===== config.mk =====
export PLATFORM = sky130hd
export DESIGN_NAME = pipe_ctrl_flat
export DESIGN_NICKNAME = d
export VERILOG_FILES = /design/src/rtl/pipe_ctrl_if.sv /design/src/rtl/pipe_ctrl.sv /design/src/flat_wrapper.sv
export SDC_FILE = /design/constraint.sdc
export NUM_CORES = 1
export LEC_CHECK = 0
export CAP_MARGIN = 20
export CORE_ASPECT_RATIO = 1.5
export CORE_MARGIN = 1
export CORE_UTILIZATION = 42
export DETAILED_ROUTE_END_ITERATION = 10
export GPL_ROUTABILITY_DRIVEN = 0
export PLACE_DENSITY = 0.94
export REMOVE_ABC_BUFFERS = 1
export SYNTH_ARGS = -nofsm -noshare
export SYNTH_HDL_FRONTEND = slang
export SYNTH_SLANG_ARGS = --single-unit

===== constraint.sdc =====
create_clock -name clk -period 7.31 [get_ports clk]
set_input_delay 0.731 -clock clk [delete_from_list [all_inputs] [get_ports clk]]
set_output_delay 0.731 -clock clk [all_outputs]
set_load 0.05 [all_outputs]

===== src/rtl/pipe_ctrl_if.sv =====
// Pipeline control bundle between the ID/EX-side datapath and the pipeline
// sequencer. The master side (the sequencer) observes decode/execute status
// and drives the stage-register enable, flush and bubble controls.
interface pipe_ctrl_if;
  logic        id_vld;
  logic [2:0]  id_rs_vld;
  logic [11:0] id_rs_code;
  logic        ex_vld;
  logic        ex_load;
  logic [3:0]  ex_rd_code;
  logic        ex_mul_vld;
  logic        ex_swp_vld;
  logic        ex_ldm_vld;
  logic [4:0]  ex_ldm_cnt;
  logic        br_taken;
  logic        mem_busy;
  logic        irq_req;
  logic        if_en;
  logic        ifid_en;
  logic        ifid_flush;
  logic        idex_en;
  logic        idex_bubble;
  logic        exmem_en;
  logic        ex_busy;
  logic        irq_flag;

  modport master (
    input  id_vld, id_rs_vld, id_rs_code, ex_vld, ex_load, ex_rd_code,
    input  ex_mul_vld, ex_swp_vld, ex_ldm_vld, ex_ldm_cnt,
    input  br_taken, mem_busy, irq_req,
    output if_en, ifid_en, ifid_flush, idex_en, idex_bubble, exmem_en,
    output ex_busy, irq_flag
  );

  modport slave (
    output id_vld, id_rs_vld, id_rs_code, ex_vld, ex_load, ex_rd_code,
    output ex_mul_vld, ex_swp_vld, ex_ldm_vld, ex_ldm_cnt,
    output br_taken, mem_busy, irq_req,
    input  if_en, ifid_en, ifid_flush, idex_en, idex_bubble, exmem_en,
    input  ex_busy, irq_flag
  );
endinterface


===== src/rtl/pipe_ctrl.sv =====
// pipe_ctrl: pipeline sequencer for the ARMv4 core.
// Produces IF, IF/ID, ID/EX and EX/MEM enables plus flush/bubble controls.
// Handles load-use interlocks, multi-cycle EX ops (MUL/SWP/LDM), data-memory
// wait stalls, taken-branch flushes and IRQ tagging of one instruction.
// Optional build macro: PIPE_CTRL_PERF_EN adds stall_cnt / flush_cnt
// performance counters (CNT_W bits, wrapping).
module pipe_ctrl #(
  parameter int MUL_CYCLES = 3,
  parameter int SWP_CYCLES = 2
`ifdef PIPE_CTRL_PERF_EN
  ,
  parameter int CNT_W      = 32
`endif
) (
  input  logic             clk,
  input  logic             rst,
  pipe_ctrl_if.master      bus
`ifdef PIPE_CTRL_PERF_EN
  ,
  output logic [CNT_W-1:0] stall_cnt,
  output logic [CNT_W-1:0] flush_cnt
`endif
);

  typedef enum logic [0:0] {
    ST_RUN   = 1'b0,
    ST_MULTI = 1'b1
  } state_t;

  state_t     state_r;
  state_t     state_nxt_s;
  logic [4:0] cnt_r;
  logic [4:0] cnt_nxt_s;
  logic       ex_fresh_r;
  logic       irq_pend_r;

  logic [4:0] op_cyc_s;
  logic       ex_busy_s;
  logic       stall_s;
  logic       load_use_s;
  logic [2:0] rs_hit_s;

  logic       if_en_s;
  logic       ifid_en_s;
  logic       ifid_flush_s;
  logic       idex_en_s;
  logic       idex_bubble_s;
  logic       exmem_en_s;
  logic       ex_busy_out_s;
  logic       irq_flag_s;

  // EX occupancy of the instruction in EX; mul beats swp beats ldm, LDM count 0 means 1
  always_comb begin
    op_cyc_s = 5'd1;
    if (bus.ex_mul_vld) begin
      op_cyc_s = 5'(MUL_CYCLES);
    end else if (bus.ex_swp_vld) begin
      op_cyc_s = 5'(SWP_CYCLES);
    end else if (bus.ex_ldm_vld) begin
      if (bus.ex_ldm_cnt == 5'd0) begin
        op_cyc_s = 5'd1;
      end else begin
        op_cyc_s = bus.ex_ldm_cnt;
      end
    end else begin
      op_cyc_s = 5'd1;
    end
  end

  // Load-use detect: any valid source register of ID equals the load target in EX
  always_comb begin
    rs_hit_s[0] = bus.id_rs_vld[0] & (bus.id_rs_code[3:0]  == bus.ex_rd_code);
    rs_hit_s[1] = bus.id_rs_vld[1] & (bus.id_rs_code[7:4]  == bus.ex_rd_code);
    rs_hit_s[2] = bus.id_rs_vld[2] & (bus.id_rs_code[11:8] == bus.ex_rd_code);
    load_use_s  = bus.id_vld & bus.ex_vld & bus.ex_load & (|rs_hit_s);
  end

  // Multi-cycle sequencer: only a freshly entered op can start a count, and
  // the count advances only on cycles where memory is not waiting
  always_comb begin
    state_nxt_s = state_r;
    cnt_nxt_s   = cnt_r;
    ex_busy_s   = 1'b0;
    case (state_r)
      ST_RUN: begin
        if (bus.ex_vld && ex_fresh_r && (op_cyc_s > 5'd1)) begin
          ex_busy_s   = 1'b1;
          cnt_nxt_s   = op_cyc_s - 5'd1;
          state_nxt_s = ST_MULTI;
        end else begin
          state_nxt_s = ST_RUN;
        end
      end
      ST_MULTI: begin
        ex_busy_s = (cnt_r > 5'd1);
        if (!bus.mem_busy) begin
          cnt_nxt_s = cnt_r - 5'd1;
          if (cnt_r <= 5'd1) begin
            state_nxt_s = ST_RUN;
          end else begin
            state_nxt_s = ST_MULTI;
          end
        end else begin
          cnt_nxt_s = cnt_r;
        end
      end
      default: begin
        state_nxt_s = ST_RUN;
        cnt_nxt_s   = 5'd0;
      end
    endcase
  end

  // Stage controls by priority: stall, branch flush, load-use bubble, normal
  always_comb begin
    if_en_s       = 1'b0;
    ifid_en_s     = 1'b0;
    ifid_flush_s  = 1'b0;
    idex_en_s     = 1'b0;
    idex_bubble_s = 1'b0;
    exmem_en_s    = 1'b0;
    ex_busy_out_s = 1'b0;
    stall_s       = bus.mem_busy | ex_busy_s;
    if (rst) begin
      if_en_s = 1'b0;
    end else if (stall_s) begin
      ex_busy_out_s = ex_busy_s;
    end else if (bus.br_taken) begin
      if_en_s       = 1'b1;
      ifid_en_s     = 1'b1;
      ifid_flush_s  = 1'b1;
      idex_en_s     = 1'b1;
      idex_bubble_s = 1'b1;
      exmem_en_s    = 1'b1;
    end else if (load_use_s) begin
      idex_en_s     = 1'b1;
      idex_bubble_s = 1'b1;
      exmem_en_s    = 1'b1;
    end else begin
      if_en_s    = 1'b1;
      ifid_en_s  = 1'b1;
      idex_en_s  = 1'b1;
      exmem_en_s = 1'b1;
    end
    irq_flag_s = (irq_pend_r | bus.irq_req) & bus.id_vld & idex_en_s & ~idex_bubble_s;
  end

  // Sequencer state, fresh-entry marker and pending IRQ latch
  always_ff @(posedge clk or posedge rst) begin
    if (rst) begin
      state_r    <= ST_RUN;
      cnt_r      <= 5'd0;
      ex_fresh_r <= 1'b0;
      irq_pend_r <= 1'b0;
    end else begin
      state_r    <= state_nxt_s;
      cnt_r      <= cnt_nxt_s;
      ex_fresh_r <= idex_en_s & ~idex_bubble_s & bus.id_vld;
      irq_pend_r <= (irq_pend_r | bus.irq_req) & ~irq_flag_s;
    end
  end

  assign bus.if_en       = if_en_s;
  assign bus.ifid_en     = ifid_en_s;
  assign bus.ifid_flush  = ifid_flush_s;
  assign bus.idex_en     = idex_en_s;
  assign bus.idex_bubble = idex_bubble_s;
  assign bus.exmem_en    = exmem_en_s;
  assign bus.ex_busy     = ex_busy_out_s;
  assign bus.irq_flag    = irq_flag_s;

`ifdef PIPE_CTRL_PERF_EN
  logic [CNT_W-1:0] stall_cnt_r;
  logic [CNT_W-1:0] flush_cnt_r;

  // Count fetch-stalled cycles and flush cycles, wrapping at full width
  always_ff @(posedge clk or posedge rst) begin
    if (rst) begin
      stall_cnt_r <= '0;
      flush_cnt_r <= '0;
    end else begin
      if (!if_en_s) begin
        stall_cnt_r <= stall_cnt_r + CNT_W'(1);
      end else begin
        stall_cnt_r <= stall_cnt_r;
      end
      if (ifid_flush_s) begin
        flush_cnt_r <= flush_cnt_r + CNT_W'(1);
      end else begin
        flush_cnt_r <= flush_cnt_r;
      end
    end
  end

  assign stall_cnt = stall_cnt_r;
  assign flush_cnt = flush_cnt_r;
`endif

endmodule

===== src/flat_wrapper.sv =====
// flat-port wrapper written by rule: the top's interface ports become plain ports
module pipe_ctrl_flat 
#(
  parameter int MUL_CYCLES = 3,
  parameter int SWP_CYCLES = 2

)
  (clk, rst, bus_id_vld, bus_id_rs_vld, bus_id_rs_code, bus_ex_vld, bus_ex_load, bus_ex_rd_code, bus_ex_mul_vld, bus_ex_swp_vld, bus_ex_ldm_vld, bus_ex_ldm_cnt, bus_br_taken, bus_mem_busy, bus_irq_req, bus_if_en, bus_ifid_en, bus_ifid_flush, bus_idex_en, bus_idex_bubble, bus_exmem_en, bus_ex_busy, bus_irq_flag);
  pipe_ctrl_if bus_i ();
  input  logic clk;
  input  logic rst;
  input wire logic [$bits(bus_i.id_vld)-1:0] bus_id_vld;
  input wire logic [$bits(bus_i.id_rs_vld)-1:0] bus_id_rs_vld;
  input wire logic [$bits(bus_i.id_rs_code)-1:0] bus_id_rs_code;
  input wire logic [$bits(bus_i.ex_vld)-1:0] bus_ex_vld;
  input wire logic [$bits(bus_i.ex_load)-1:0] bus_ex_load;
  input wire logic [$bits(bus_i.ex_rd_code)-1:0] bus_ex_rd_code;
  input wire logic [$bits(bus_i.ex_mul_vld)-1:0] bus_ex_mul_vld;
  input wire logic [$bits(bus_i.ex_swp_vld)-1:0] bus_ex_swp_vld;
  input wire logic [$bits(bus_i.ex_ldm_vld)-1:0] bus_ex_ldm_vld;
  input wire logic [$bits(bus_i.ex_ldm_cnt)-1:0] bus_ex_ldm_cnt;
  input wire logic [$bits(bus_i.br_taken)-1:0] bus_br_taken;
  input wire logic [$bits(bus_i.mem_busy)-1:0] bus_mem_busy;
  input wire logic [$bits(bus_i.irq_req)-1:0] bus_irq_req;
  output wire logic [$bits(bus_i.if_en)-1:0] bus_if_en;
  output wire logic [$bits(bus_i.ifid_en)-1:0] bus_ifid_en;
  output wire logic [$bits(bus_i.ifid_flush)-1:0] bus_ifid_flush;
  output wire logic [$bits(bus_i.idex_en)-1:0] bus_idex_en;
  output wire logic [$bits(bus_i.idex_bubble)-1:0] bus_idex_bubble;
  output wire logic [$bits(bus_i.exmem_en)-1:0] bus_exmem_en;
  output wire logic [$bits(bus_i.ex_busy)-1:0] bus_ex_busy;
  output wire logic [$bits(bus_i.irq_flag)-1:0] bus_irq_flag;
  assign bus_i.id_vld = bus_id_vld;
  assign bus_i.id_rs_vld = bus_id_rs_vld;
  assign bus_i.id_rs_code = bus_id_rs_code;
  assign bus_i.ex_vld = bus_ex_vld;
  assign bus_i.ex_load = bus_ex_load;
  assign bus_i.ex_rd_code = bus_ex_rd_code;
  assign bus_i.ex_mul_vld = bus_ex_mul_vld;
  assign bus_i.ex_swp_vld = bus_ex_swp_vld;
  assign bus_i.ex_ldm_vld = bus_ex_ldm_vld;
  assign bus_i.ex_ldm_cnt = bus_ex_ldm_cnt;
  assign bus_i.br_taken = bus_br_taken;
  assign bus_i.mem_busy = bus_mem_busy;
  assign bus_i.irq_req = bus_irq_req;
  assign bus_if_en = bus_i.if_en;
  assign bus_ifid_en = bus_i.ifid_en;
  assign bus_ifid_flush = bus_i.ifid_flush;
  assign bus_idex_en = bus_i.idex_en;
  assign bus_idex_bubble = bus_i.idex_bubble;
  assign bus_exmem_en = bus_i.exmem_en;
  assign bus_ex_busy = bus_i.ex_busy;
  assign bus_irq_flag = bus_i.irq_flag;
  pipe_ctrl #(.MUL_CYCLES(MUL_CYCLES), .SWP_CYCLES(SWP_CYCLES)) u_core (.clk(clk), .rst(rst), .bus(bus_i));
endmodule

### Word level (Yosys, flattened, before mapping)

Cells that the tools add are included.

| word-level totals | value |
|---|---|
| register bits after elaboration | 8 |
| logic and storage cells | 63 |

| operators by class | value |
|---|---|
| magnitude comparators | 3 |
| bitwise gates (word level) | 17 |
| equality and inequality tests | 5 |
| reductions and logical operators | 5 |
| muxes and demuxes | 27 |
| add/subtract/negate cells | 2 |

Operators by type and width:

| operator | number |
|---|---|
| 5-bit two-way mux | 6 |
| 1-bit two-way mux | 18 |
| 1-bit bitwise AND | 12 |
| 4-bit equality test | 3 |
| 5-bit by 1-bit > comparator with 1-bit output, second input constant | 2 |
| 5-bit one-hot mux with 2 select lines | 1 |
| 5-bit by 1-bit subtractor with 5-bit output, second input constant | 2 |
| 5-bit by 1-bit <= comparator with 1-bit output, second input constant | 1 |
| 5-bit zero test | 1 |
| 1-bit one-hot mux with 2 select lines | 2 |
| 1-bit inverter | 3 |
| 3-bit OR reduction | 1 |
| 1-bit logical AND | 2 |
| 2-bit by 1-bit != test with 1-bit output, second input constant | 1 |
| 2-bit != test, second input constant | 1 |
| 1-bit bitwise OR | 2 |
| 2-bit AND reduction | 1 |

### Longest topological paths before layout

Gate-level depths: netlist of run 1.

| logic depth | value |
|---|---|
| depth in word-level cells | 16 |
| mapped depth | 11 |

### Worst setup path after synthesis of run 1

Ideal clock, no wire load.

| path | value |
|---|---|
| path kind | input to output |
| start point | in bus_ex_ldm_cnt[4] |
| end point | out bus_ifid_en |
| arrival time | 3248 ps |
| buffers on the path | 2 |
| data required time | 6579 ps |
| path slack | 3331 ps |
| stages | 11 |
| cells stage by stage | nor4_1 > nor3b_1 > o21bai_1 > ha_1 > nor4b_1 > a2111oi_4 > a21oi_2 > and3_1 > buf_6 > o21a_1 > buf_4 |

| between the ends | value |
|---|---|
| word-level cells in the longest chain between the ends | 12 |

RTL lines:

| what | RTL line | RTL |
|---|---|---|
| start: declaration | flat_wrapper.sv:21 | `input wire logic [$bits(bus_i.ex_ldm_cnt)-1:0] bus_ex_ldm_cnt;` |
| 5-bit zero test | pipe_ctrl.sv:60 | `if (bus.ex_ldm_cnt == 5'd0) begin` |
| 5-bit two-way mux (*) | pipe_ctrl.sv:60 |  |
| 5-bit two-way mux (*) | pipe_ctrl.sv:59 | `end else if (bus.ex_ldm_vld) begin` |
| 5-bit two-way mux (*) | pipe_ctrl.sv:57 | `end else if (bus.ex_swp_vld) begin` |
| 5-bit two-way mux (*) | pipe_ctrl.sv:55 | `if (bus.ex_mul_vld) begin` |
| 5-bit by 1-bit > comparator with 1-bit output (*) | pipe_ctrl.sv:86 | `if (bus.ex_vld && ex_fresh_r && (op_cyc_s > 5'd1)) begin` |
| 1-bit logical AND (*) | pipe_ctrl.sv:86 |  |
| 1-bit two-way mux (*) | pipe_ctrl.sv:86 |  |
| 1-bit one-hot mux with 2 select lines (*) | pipe_ctrl.sv:84 | `case (state_r)` |
| 1-bit bitwise OR (*) | pipe_ctrl.sv:123 | `stall_s = bus.mem_busy \| ex_busy_s;` |
| 1-bit two-way mux (*) (2 in a row) | n/a |  |
| end: declaration | flat_wrapper.sv:26 | `output wire logic [$bits(bus_i.ifid_en)-1:0] bus_ifid_en;` |

Mark *: on every way between the ends. The rest lies on a longest branch, timed or not.

### Final worst setup path of run 1

| path | value |
|---|---|
| start point | in bus_ex_ldm_cnt[3] |
| end point | out bus_irq_flag |

| between the ends | value |
|---|---|
| word-level cells in the longest chain between the ends | 14 |
| elaborated cells on any way between the ends | 17 |
| those cells by class | 1 x order compare; 10 x mux; 4 x bitwise; 2 x reduce/logical |

RTL lines:

| what | RTL line | RTL |
|---|---|---|
| 5-bit zero test | pipe_ctrl.sv:60 |  |
| 5-bit two-way mux (*) | pipe_ctrl.sv:60 |  |
| 5-bit two-way mux (*) | pipe_ctrl.sv:59 |  |
| 5-bit two-way mux (*) | pipe_ctrl.sv:57 |  |
| 5-bit two-way mux (*) | pipe_ctrl.sv:55 |  |
| 5-bit by 1-bit > comparator with 1-bit output (*) | pipe_ctrl.sv:86 |  |
| 1-bit logical AND (*) | pipe_ctrl.sv:86 |  |
| 1-bit two-way mux (*) | pipe_ctrl.sv:86 |  |
| 1-bit one-hot mux with 2 select lines (*) | pipe_ctrl.sv:84 |  |
| 1-bit bitwise OR (*) | pipe_ctrl.sv:123 |  |
| 1-bit two-way mux | pipe_ctrl.sv:126 | `end else if (stall_s) begin` |
| 1-bit two-way mux | pipe_ctrl.sv:124 | `if (rst) begin` |
| 1-bit bitwise AND or 1-bit inverter (tied branches) | pipe_ctrl.sv:145 | `irq_flag_s = (irq_pend_r \| bus.irq_req) & bus.id_vld & idex_en_s & ~idex_bubble_s;` |
| 1-bit bitwise AND (*) | pipe_ctrl.sv:145 |  |
| end: declaration | flat_wrapper.sv:32 | `output wire logic [$bits(bus_i.irq_flag)-1:0] bus_irq_flag;` |

Marks and branches as above.

==> impl_metrics.json, run 1 <==
{
  "worstPathArrival_ps": 4260,
  "syn_avg_cell_area_um2": 8.11,
  "p_per_area_nw_per_um2": 225,
  "postRouteAntennaNets": 0,
  "portBuffers": 42,
  "num_vias": 907,
  "fin_crit_sh_pct": 68.3,
  "cts_sinks": 8,
  "grt_antenna_before_repair": 0,
  "fin_crit_ps": 4990,
  "worst_clock_skew_ps": 9.17,
  "cts_buffers": 3,
  "synthMuxAreaShare_pct": 2.40,
  "cts_resized": 0,
  "start_util_pct": 45.1,
  "vias_per_cell": 5.50,
  "critPathKind": "input port to primary output",
  "worst_slew_pin_slew_ps": 533,
  "synth.cell_area_um2": 836,
  "htree_levels": 1,
  "synth_flop_cell": "dfrtp_1",
  "multi_input_area_um2": 576,
  "outcome": "completed",
  "cp_max_fo": 8,
  "mostFrequentLayoutCells": "clkdlybuf4s50_1 (42), inv_1 (8), nor2_1 (8), xnor2_1 (8), dfrtp_1 (8)",
  "ys_types": 37,
  "firstDrtPassIters": 4,
  "dieArea_um2": 2180,
  "critPathSlowestCell": "clkdlybuf4s50_1",
  "fillers": 157,
  "vdd_ir_drop_max_mv": 0.157,
  "rsz0062_at_grt": "false",
  "regArea_um2": 200,
  "ioPinCount": 43,
  "drtIter0Drc": 27,
  "netlist_top_cells_area": "dfrtp_1 (24%), xnor2_1 (8.4%), ha_1 (6.0%)",
  "clk_path_buf_depth": 2,
  "worstSkewPairLatency_ps": 260,
  "synth_seq_area_share_pct": 24.0,
  "detail_route.wirelength_um": 2330,
  "yosys.area_share.simple_pct": 25.4,
  "dp.final_hpwl_um": 1920,
  "synth_top_family_by_area": "simple AND/OR/NAND/NOR gates",
  "drc": 0,
  "fin_hold_ws_ps": 542,
  "routedWlPerCell_um": 14.1,
  "syn_inst": 103,
  "power.leakage_nw": 0.535,
  "crit_path_start_kind": "input port",
  "yosysWarnings": 0,
  "total_power_mw": 0.287,
  "die_w_um": 38.4,
  "worst_setup_path_end_kind": "primary output",
  "maxCapViolations": 0,
  "path_buf_inv": 2,
  "n_antenna_cell": 0,
  "async_flop_share_pct": 100,
  "nets": 185,
  "tns_ps": 0,
  "layout-drive-gt1-share_pct": 4.86,
  "ys_seq_elements": 8,
  "cpMostUsedCell": "clkdlybuf4s50_1",
  "slew_headroom_pct": 64.0,
  "cp_cell_sequence": "clkdlybuf4s50_1 > nor4_1 > nor3b_1 > o21bai_1 > ha_1 > nor4b_1 > a2111oi_4 > a21oi_2 > and3_1 > and4b_1 > clkdlybuf4s50_1",
  "max_stage_delay_ps": 810,
  "path_delay_family": "simple AND/OR/NAND/NOR gates",
  "tritoncts": "done",
  "place_area_um2": 1250,
  "min_path_type": "flip-flop to flip-flop",
  "finalWorstSetupSlack_ps": 2320,
  "slew_viol_final": 0,
  "grt_pass1_vias": 906,
  "cts_setup_buffers": 0,
  "syn_to_final_growth_pct": 52.5,
  "yosysTopAreaCell": "dfrtp_1",
  "finalHoldViolations": 0,
  "max_freq_mhz": 200,
  "num_rows": 19,
  "dp_slack_ps": 2390,
  "synth_fa_ha_area_share_pct": 5.99,
  "grt_max_degree": 14,
  "critPathRequiredTime_ps": 6580,
  "core_region_area_um2": 1850,
  "cts_hold_buf": 0,
  "final_common_cell": "clkdlybuf4s50_1",
  "setup_viol": 0,
  "post_synth_xor_area_fraction_pct": 13.6,
  "grt-ovfl-total": 0,
  "stdcell_area_um2": 1270,
  "clock-root-buffer": "clkbuf_4",
  "gr-usage-all-layers_pct": 23.2,
  "clk_pin_slew_worst_paths_ps": 50,
  "grt_pass1_wl_um": 3600,
  "synth_compound_area_share_pct": 21.4,
  "netlist.area_leader.share_pct": 24.0,
  "synth_edf_count": 0,
  "r2r_setup_slack_ps": 5670,
  "die_y_um": 56.6
}
metrics by stage:
| stage | std cells | util (%) |
|---|---|---|
| after floorplan | 99 | - |
| after global placement | 162 | 67.5 |
| after detailed placement | 162 | 67.5 |
| after CTS | 165 | 68.8 |
| after global routing | 165 | 68.8 |
| final | 165 | 68.8 |
cell usage after synthesis, types with 2 or more instances:
| master | count |
|---|---|
| ha_1 | 4 |
| nor2_1 | 8 |
| mux2i_1 | 2 |
| nand4_1 | 2 |
| nand3_1 | 2 |
| xor2_1 | 5 |
| o21ai_0 | 7 |
| nor4_1 | 2 |
| dfrtp_1 | 8 |
| a21oi_1 | 6 |
| xnor2_1 | 8 |
| nor3_1 | 5 |
| buf_4 | 2 |
| inv_1 | 8 |
| nand2_1 | 7 |
| nor2b_1 | 2 |
| and3_1 | 5 |
state kept, by name (all words and copies together) (netlist names):
signal,flops
u_core.cnt_r,5
u_core.ex_fresh_r,1
u_core.irq_pend_r,1
u_core.state_r,1
final timing paths:
check | depth (start not counted) | to | start
worst min-delay path | 2 | u_core.irq_pend_r$_DFF_PP0_ | u_core.irq_pend_r$_DFF_PP0_
worst max-delay path | 11 | bus_irq_flag | bus_ex_ldm_cnt[3]
worst max register to register | 4 | u_core.ex_fresh_r$_DFF_PP0_ | u_core.state_r$_DFF_PP0_
min in group asynchronous | 2 | u_core.cnt_r[0]$_DFFE_PP0P_ | rst
worst min register to register | 2 | u_core.irq_pend_r$_DFF_PP0_ | u_core.irq_pend_r$_DFF_PP0_
max in group asynchronous | 2 | u_core.cnt_r[3]$_DFFE_PP0P_ | rst
routing by layer:
metal  vias to the layer above  global-route usage [%]  share of wire (%)  wire length [µm]
li1                        449                       -                  -                 -
met1                       409                    20.9                 36               829
met2                        46                    46.5                 56              1310
met3                         3                    4.35                7.3               171
met4                         0                    7.39               0.99                23
met5                         -                       0                  0                 0
where the power goes:
| part | total [mW] | internal (mW) | switching (mW) |
|---|---|---|---|
| sequential | 0.0872 | 0.0605 | 0.0267 |
| clock | 0.0356 | 0.0189 | 0.0167 |
| combinational | 0.164 | 0.0737 | 0.0901 |
kinds of logic after synthesis:
| logic type | count (synthesis) |
|---|---|
| and+or+nand+nor | 39 |
| AOI/OAI and AO/OA | 25 |
| xor gates and xnor gates | 13 |
| buffers and inverters | 12 |
| DFF | 8 |
| adders and majority gates | 4 |
| muxes | 2 |
worst register-to-register path, delay by kind of cell (launching register included):
| family | cells | cell delay, ps |
|---|---|---|
| AO/OA/AOI/OAI | 2 | 490 |
| flip-flops | 1 | 550 |
| AND/OR/NAND/NOR | 2 | 480 |
cell type report:
cell class                      count  area share [%]
Sequential cell                     8            15.7
Inverter                            8            2.36
Timing Repair Buffer               42            33.0
Multi-Input combinational cell     83            45.1
Tap cell                           21            2.06
Clock buffer                        3            1.77
Note: power is estimated with default switching activity, not from simulation.
==> run 2: changes to the inputs <==
--- a/config.mk
+++ b/config.mk
@@ -8,10 +8,10 @@
 export CAP_MARGIN = 20
 export CORE_ASPECT_RATIO = 1.5
 export CORE_MARGIN = 1
-export CORE_UTILIZATION = 42
+export CORE_UTILIZATION = 39
 export DETAILED_ROUTE_END_ITERATION = 10
 export GPL_ROUTABILITY_DRIVEN = 0
-export PLACE_DENSITY = 0.94
+export PLACE_DENSITY = 0.89
 export REMOVE_ABC_BUFFERS = 1
 export SYNTH_ARGS = -nofsm -noshare
 export SYNTH_HDL_FRONTEND = slang
==> constraint.sdc (replaced) <==
create_clock -name clk -period 5.2 [get_ports clk]
set_input_delay 0.52 -clock clk [delete_from_list [all_inputs] [get_ports clk]]
set_output_delay 0.52 -clock clk [all_outputs]
set_load 0.05 [all_outputs]
==> run 2 against run 1 <==
Net effect:
- die area grew 7.3%
- register-to-register slack lost 2100 ps
- highest routed layer unchanged
- via count grew 0.44%
==> impl_metrics.json, run 2 (synthesized netlist as in run 1, its figures left out) <==
{
  "mostFrequentLayoutCells": "clkdlybuf4s50_1 (42), inv_1 (8), nor2_1 (8), xnor2_1 (8), dfrtp_1 (8)",
  "num_rows": 20,
  "vdd_ir_drop_max_mv": 0.177,
  "timing.rr.start": "u_core.state_r$_DFF_PP0_",
  "p_sw_mw": 0.180,
  "tritoncts": "done",
  "internal_power_mw": 0.215,
  "n_antenna_cell": 0,
  "reg2reg_to": "u_core.ex_fresh_r$_DFF_PP0_",
  "grt-ovfl-total": 0,
  "outcome": "completed",
  "start_util_pct": 41.2,
  "max_freq_mhz": 225,
  "layout-drive-gt1-share_pct": 4.86,
  "place_inst": 163,
  "num_vias": 911,
  "worst_slew_pin_slew_ps": 495,
  "crit_start": "bus_ex_ldm_cnt[4]",
  "postRouteAntennaNets": 0,
  "power.leakage_nw": 0.535,
  "dieArea_um2": 2340,
  "slew_headroom_pct": 66.5,
  "clk_path_buf_depth": 2,
  "portBuffers": 42,
  "cts_sinks": 8,
  "r2r_setup_slack_ps": 3610,
  "die_w_um": 39.8,
  "clkPwrFrac_pct": 12.4,
  "worst_clock_skew_ps": 1.92,
  "stdcell_count": 166,
  "finalHoldViolations": 0,
  "reg2reg_depth": 4,
  "regArea_um2": 200,
  "fillers": 179,
  "regMostFlops": "u_core.cnt_r",
  "firstDrtPassIters": 4,
  "p_comb_share_pct": 56.9,
  "dp.final_hpwl_um": 1750,
  "grt_max_degree": 14,
  "drtIter0Drc": 7,
  "cp_max_fo": 8,
  "cts_setup_buffers": 0,
  "crit_path_start_kind": "input port",
  "nets": 185,
  "die_y_um": 58.7,
  "final_common_cell": "clkdlybuf4s50_1",
  "largest_reg_flops": 5,
  "worstSkewPairLatency_ps": 260,
  "worstPathArrival_ps": 3920,
  "drc": 0,
  "gr-usage-all-layers_pct": 19.7,
  "p_sw_share_pct": 45.6,
  "vias_per_cell": 5.49,
  "maxCapViolations": 0,
  "cts_resized": 0,
  "min_path_type": "input port to asynchronous set/reset pin",
  "htree_levels": 1,
  "ioPinCount": 43,
  "cts_buffers": 3,
  "worst_setup_path_end_kind": "primary output",
  "clock-root-buffer": "clkbuf_4",
  "clk_pin_slew_worst_paths_ps": 60,
  "fin_crit_sh_pct": 85.3,
  "cts_hold_buf": 0,
  "core_region_area_um2": 2030,
  "syn_to_final_growth_pct": 52.7,
  "multi_input_area_um2": 576,
  "setup_viol": 0,
  "rsz0062_at_grt": "false",
  "tns_ps": 0,
  "grt_pass1_vias": 886,
  "fin_crit_ps": 4440,
  "grt_antenna_before_repair": 0,
  "routedWlPerCell_um": 12.4,
  "critPathKind": "input port to primary output",
  "slew_viol_final": 0,
  "power_frac_seq_pct": 30.6,
  "p_per_area_nw_per_um2": 309,
  "grt_pass1_wl_um": 3240,
  "detail_route.wirelength_um": 2060,
  "critPathRequiredTime_ps": 4680
}
-- run 2: area by class of cell --
class | count | area share, %
multi-input combinational | 83 | 45.1
tap | 22 | 2.16
inverter | 8 | 2.35
timing repair buffer | 42 | 32.9
clock buffer | 3 | 1.76
sequential | 8 | 15.7
-- run 2: power groups by stage --
stage                     sequential, mW  combinational [mW]  clock [mW]
final                              0.121               0.225      0.0491
after global routing               0.124               0.248      0.0534
after CTS                          0.120               0.227      0.0495
after detailed placement           0.121               0.226           0
after global placement             0.120               0.220           0
after floorplan                    0.113               0.152           0
-- run 2: how the worst max path moves through the flow --
stage,to,slack [ps],depth (start not counted)
floorplan,bus_if_en,1010,9
global placement,bus_irq_flag,830,11
detailed placement,bus_irq_flag,770,11
CTS,bus_irq_flag,750,11
global route,bus_idex_bubble,500,11
finish,bus_irq_flag,760,11
-- run 2: per-stage QoR --
stage                     hold slack, ps  util, %  setup WS, ps  total power, mW  area [µm²]
after floorplan                      341        -          1010            0.265         806
after global placement               536     61.9           828            0.340        1250
after CTS                            560     63.0           747            0.397        1280
after global routing                 594     63.0           501            0.426        1280
after detailed placement             555     61.9           774            0.347        1250
final                                556     63.0           763            0.395        1280
-- run 2: routing by layer --
layer | part of all wire, % | track usage (%)
met5 | 0 | 0
met4 | 1.6 | 7.39
met3 | 7.6 | 4.15
met2 | 55 | 40.0
met1 | 36 | 16.4
-- run 2: worst max-delay path, cell delays in order --
cell and delay (ps):
clkdlybuf4s50_1 490, nor4_1 300, nor3b_1 80, o21bai_1 220
ha_1 250, nor4b_1 440, a2111oi_4 120, a21oi_2 170
and3_1 300, and4b_1 220, clkdlybuf4s50_1 810
